## config.mk

```make
export PLATFORM = sky130hd
export DESIGN_NAME = mem_port_arbiter
export DESIGN_NICKNAME = d
export VERILOG_FILES = /design/src/rtl/mem_arb_pkg.sv /design/src/rtl/rsp_tag_pipe.sv /design/src/rtl/mem_port_arbiter.sv
export SDC_FILE = /design/constraint.sdc
export NUM_CORES = 1
export LEC_CHECK = 0
export BUFFER_PORTS_ARGS = -buffer_cell sky130_fd_sc_hd__buf_2
export CAP_MARGIN = 25
export CORE_AREA = 3 3 121 123
export DETAILED_ROUTE_END_ITERATION = 16
export DIE_AREA = 0 0 124 126
export PLACE_DENSITY = 0.42
export SYNTH_ARGS = -nofsm -noshare
export SYNTH_HDL_FRONTEND = slang
export SYNTH_HIERARCHICAL = 1
export SYNTH_SLANG_ARGS = --single-unit
export TNS_END_PERCENT = 10
```

## constraint.sdc

```tcl
create_clock -name clk -period 3.75 [get_ports clk]
set_clock_uncertainty 0.05 [all_clocks]
set_input_delay 0.75 -clock clk [delete_from_list [all_inputs] [get_ports clk]]
set_output_delay 0.75 -clock clk [all_outputs]
set_load 0.005 [all_outputs]
```

## src/rtl/mem_arb_pkg.sv

```systemverilog
// Shared definitions for the two-master memory port arbiter: owner encoding,
// legal read-latency range and the response tag carried down the pipeline.
package mem_arb_pkg;

    localparam logic OWN_M0 = 1'b0;
    localparam logic OWN_M1 = 1'b1;

    localparam int RD_LAT_MIN = 1;
    localparam int RD_LAT_MAX = 4;

    typedef struct packed {
        logic valid;
        logic owner;
    } rsp_tag_t;

    function automatic logic lat_legal(input int lat);
        return (lat >= RD_LAT_MIN) && (lat <= RD_LAT_MAX);
    endfunction

endpackage

```

## src/rtl/rsp_tag_pipe.sv

```systemverilog
// Fixed-depth shift register of read-response tags; the tail entry marks the
// cycle in which the memory read data belongs to its owner.
module rsp_tag_pipe
    import mem_arb_pkg::*;
#(
    parameter int DEPTH = 1
) (
    input  logic clk,
    input  logic rst,
    input  logic load_valid,
    input  logic load_owner,
    output logic tail_valid,
    output logic tail_owner
);

    rsp_tag_t stage [DEPTH];

    // Clearing every stage on reset drops all in-flight responses.
    always_ff @(posedge clk or negedge rst) begin
        if (!rst) begin
            for (int i = 0; i < DEPTH; i++) begin
                stage[i] <= '0;
            end
        end else begin
            stage[0] <= '{valid: load_valid, owner: load_owner};
            for (int i = 1; i < DEPTH; i++) begin
                stage[i] <= stage[i-1];
            end
        end
    end

    assign tail_valid = stage[DEPTH-1].valid;
    assign tail_owner = stage[DEPTH-1].owner;

endmodule

```

## src/rtl/mem_port_arbiter.sv

```systemverilog
// Round-robin arbiter sharing one memory port between the multicycle core
// (master 0) and the loader/debug port (master 1), with tagged read returns.
module mem_port_arbiter
    import mem_arb_pkg::*;
#(
    parameter int ADDR_W = 32,
    parameter int DATA_W = 32,
    parameter int RD_LAT = 1
) (
    input  logic              clk,
    input  logic              rst,

    input  logic              m0_req,
    input  logic              m0_we,
    input  logic [ADDR_W-1:0] m0_addr,
    input  logic [DATA_W-1:0] m0_wdata,
    input  logic [3:0]        m0_wstrb,
    output logic              m0_gnt,
    output logic              m0_rvalid,
    output logic [DATA_W-1:0] m0_rdata,

    input  logic              m1_req,
    input  logic              m1_we,
    input  logic [ADDR_W-1:0] m1_addr,
    input  logic [DATA_W-1:0] m1_wdata,
    input  logic [3:0]        m1_wstrb,
    output logic              m1_gnt,
    output logic              m1_rvalid,
    output logic [DATA_W-1:0] m1_rdata,

    output logic              mem_en,
    output logic              mem_we,
    output logic [ADDR_W-1:0] mem_addr,
    output logic [DATA_W-1:0] mem_wdata,
    output logic [3:0]        mem_wstrb,
    input  logic [DATA_W-1:0] mem_rdata
);

    generate
        if (DATA_W != 32) begin : g_bad_data_w
            $error("mem_port_arbiter: DATA_W must be 32");
        end
        if (!lat_legal(RD_LAT)) begin : g_bad_rd_lat
            $error("mem_port_arbiter: RD_LAT must be within 1..4");
        end
    endgenerate

    logic prio;
    logic accept;
    logic tail_valid;
    logic tail_owner;

    // Grants are gated by rst so nothing reaches memory while reset is held.
    always_comb begin
        m0_gnt = 1'b0;
        m1_gnt = 1'b0;
        if (rst) begin
            m0_gnt = m0_req & (~m1_req | (prio == OWN_M0));
            m1_gnt = m1_req & (~m0_req | (prio == OWN_M1));
        end
    end

    assign accept = m0_gnt | m1_gnt;

    // Priority passes to the loser of every accepted transfer.
    always_ff @(posedge clk or negedge rst) begin
        if (!rst) begin
            prio <= OWN_M0;
        end else if (accept) begin
            prio <= m0_gnt ? OWN_M1 : OWN_M0;
        end
    end

    always_comb begin
        mem_we    = 1'b0;
        mem_addr  = m0_addr;
        mem_wdata = m0_wdata;
        mem_wstrb = m0_wstrb;
        if (m1_gnt) begin
            mem_we    = m1_we;
            mem_addr  = m1_addr;
            mem_wdata = m1_wdata;
            mem_wstrb = m1_wstrb;
        end else if (m0_gnt) begin
            mem_we    = m0_we;
        end
    end

    assign mem_en = accept;

    // Only accepted reads enter the pipe; writes retire at the accept edge.
    rsp_tag_pipe #(
        .DEPTH(RD_LAT)
    ) u_tag_pipe (
        .clk        (clk),
        .rst        (rst),
        .load_valid (accept & ~mem_we),
        .load_owner (m1_gnt ? OWN_M1 : OWN_M0),
        .tail_valid (tail_valid),
        .tail_owner (tail_owner)
    );

    assign m0_rvalid = tail_valid & (tail_owner == OWN_M0);
    assign m1_rvalid = tail_valid & (tail_owner == OWN_M1);
    assign m0_rdata  = mem_rdata;
    assign m1_rdata  = mem_rdata;

endmodule

```

==> impl_metrics.env <==
export IMPL_wire_per_inst_um=11.59
export IMPL_die_y_um=126
export IMPL_power_mw=0.4716
export IMPL_cts_tree="done"
export IMPL_grt_max_degree=32
export IMPL_cts_sinks=3
export IMPL_dr_pass1_iters=4
export IMPL_setup_violations=0
export IMPL_drtAntennaViolNets=0
export IMPL_crit_path_cell_trace="buf_2 > and3_4 > buf_4 > mux2_2 > buf_2"
export IMPL_drt_iter0_drc=31
export IMPL_critPathArrivalTime_ns=2.18
export IMPL_ys_warn_count=6
export IMPL_core_area_mm2=0.01377
export IMPL_path_delay_family="buffers and inverters"
export IMPL_powerDensity_mw_per_mm2=197.6
export IMPL_finalHoldViolCount=0
export IMPL_cp_required_ns=2.95
export IMPL_synth_area_leaders="mux2_2, buf_4, mux2_4"
export IMPL_overflow=0
export IMPL_finalSetupTns_ns=0
export IMPL_grt_most_used_layer="met2"
export IMPL_multi_input_area_um2=892.1
export IMPL_use_met2=0.1107
export IMPL_layout_nets=486
export IMPL_crit_slowest_cell="and3_4"
export IMPL_final_cell_mix="buf_2, mux2_2, mux2_4"
export IMPL_hp_class="input port to async pin"
export IMPL_port_buffers=215
export IMPL_start_kind="input port"
export IMPL_drive_gt1_frac=0.9325
export IMPL_met3_usage=0.01931
export IMPL_gr_usage_met1=0.05418
export IMPL_grt_pass1_vias=1552
export IMPL_seqCellArea_um2=75.07
export IMPL_worst_pin_slew_ns=0.3114
export IMPL_drc=0
export IMPL_holdBufCountCts=0
export IMPL_cts_max_level=1
export IMPL_die_w_um=124
export IMPL_path_buf_inv=3
export IMPL_rsz0062_at_grt="false"
export IMPL_slew_headroom=0.7924
export IMPL_die_area_mm2=0.01562
export IMPL_fin_crit_sh=0.7954
export IMPL_post_route_min_period_ns=2.983
export IMPL_ys_types=18
export IMPL_root_buffer="clkbuf_16"
export IMPL_post_cts_resized=0
export IMPL_synth_top_area_cell="mux2_2"
export IMPL_cpMostUsedCell="buf_2"
export IMPL_clk_latency_ns=0.22
export IMPL_clk_transition_reported_paths_ns=0.03
export IMPL_final_common_cell="buf_2"
export IMPL_end_kind="output port"
export IMPL_cap_violations=0
export IMPL_dp_hpwl_um=5153
export IMPL_drv_slew=0
export IMPL_ctsLongestPathBuffers=2
export IMPL_p_leak_nw=1.274
export IMPL_grt_pass1_wl_um=7120
export IMPL_synth_sequential_area_ratio=0.04975
export IMPL_syn_avg_cell_area_um2=9.372
export IMPL_critical_path_class="input port to output port"
export IMPL_gp_congestion=0.6174
export IMPL_track_usage=0.05771
export IMPL_dr_total_vias=1676
export IMPL_diodes=0
export IMPL_post_cts_buffers=0
export IMPL_grt_antenna_before_repair=2
export IMPL_worst_path_largest_cell_delay_ns=0.41
export IMPL_synth_top_cell_area_share=0.4403
export IMPL_cts_buffers=3
export IMPL_area_growth_pct=58.13
export IMPL_n_fill_cell=1573
export IMPL_routed_wl_um=5690
export IMPL_ys_ff_latch=3
export IMPL_hold_ws_ns=0.3150
export IMPL_cp_max_fo=18
export IMPL_ir_drop_mv=0.1088
export IMPL_vias_per_cell=3.413
export IMPL_start_util=0.1096
export IMPL_status="finished, final reports clean"
export IMPL_num_rows=43
export IMPL_synthCells=161
export IMPL_fmax_mhz=335.3
export IMPL_io_pins=312
export IMPL_synth_nets=335
export IMPL_syn_area_mm2=0.001509
-- path summary, 6_finish.rpt --
kind | from | endpoint | slack (ns) | depth (start not counted)
worst max-delay path | rst | mem_wdata[8] | 0.77 | 5
worst min-delay path | rst | prio$_DFFE_PN0P_ | 0.32 | 1
worst max register to register | prio$_DFFE_PN0P_ | u_tag_pipe/tail_owner$_DFF_PN0_ | 2.48 | 3
worst min register to register | prio$_DFFE_PN0P_ | prio$_DFFE_PN0P_ | 0.45 | 1
max in group asynchronous | rst | u_tag_pipe/tail_owner$_DFF_PN0_ | 3.17 | 1
min in group clk | prio$_DFFE_PN0P_ | prio$_DFFE_PN0P_ | 0.45 | 1
-- flip-flops by register name, summed over array words and instances, names as in the netlist --
name,flops
prio,1
u_tag_pipe/tail_valid,1
u_tag_pipe/tail_owner,1
-- cells by family (layout without fill, tap and decap cells) --
| family | after synthesis | count (layout) | share of synthesized area |
|---|---|---|---|
| buffers and inverters | 73 | 223 | 0.3623 |
| multiplexers | 68 | 68 | 0.5299 |
| AND/OR/NAND/NOR | 13 | 13 | 0.04064 |
| AO/OA/AOI/OAI | 4 | 4 | 0.01742 |
| flip-flops | 3 | 3 | 0.04975 |
-- final cells by class --
| type | instances | area share |
|---|---|---|
| repair buffers | 218 | 0.4657 |
| multi-input cells | 85 | 0.3739 |
| well taps | 180 | 0.09439 |
| clock buffers | 4 | 0.03304 |
| flip-flops and latches | 3 | 0.03146 |
| inverters | 1 | 0.001573 |
-- metrics by stage --
step	area (um2)	util	std cells	worst slack (ns)
final	2386	0.1732	491	0.7674
after global routing	2386	0.1732	491	0.6893
after CTS	2386	0.1732	491	0.7612
after detailed placement	2307	0.1675	487	0.7608
after global placement	2307	0.1675	487	0.8160
after floorplan	1509	-	161	1.282
-- power by group --
| group | internal [mW] | switching, mW | total [mW] |
|---|---|---|---|
| clock | 0.140 | 0.0272 | 0.167 |
| combinational | 0.168 | 0.0970 | 0.265 |
| sequential | 0.0363 | 0.00249 | 0.0388 |
-- synthesized netlist by cell type, drive strengths merged --
cell / n
a21oi: 1
nand2: 5
dfrtp: 3
o22ai: 1
nor2: 3
nor2b: 1
nand2b: 2
inv: 1
and3: 1
buf: 72
a31oi: 1
and2: 1
mux2: 68
o32ai: 1
-- metal layers --
| metal | vias to the layer above | part of all wire | wire, um |
|---|---|---|---|
| met3 | 23 | 0.17 | 945 |
| met1 | 705 | 0.30 | 1696 |
| met4 | 4 | 0.027 | 152 |
| li1 | 791 | - | - |
| met2 | 153 | 0.50 | 2865 |
| met5 | - | 0.0053 | 30 |
Note: power is estimated with default switching activity, not from simulation.
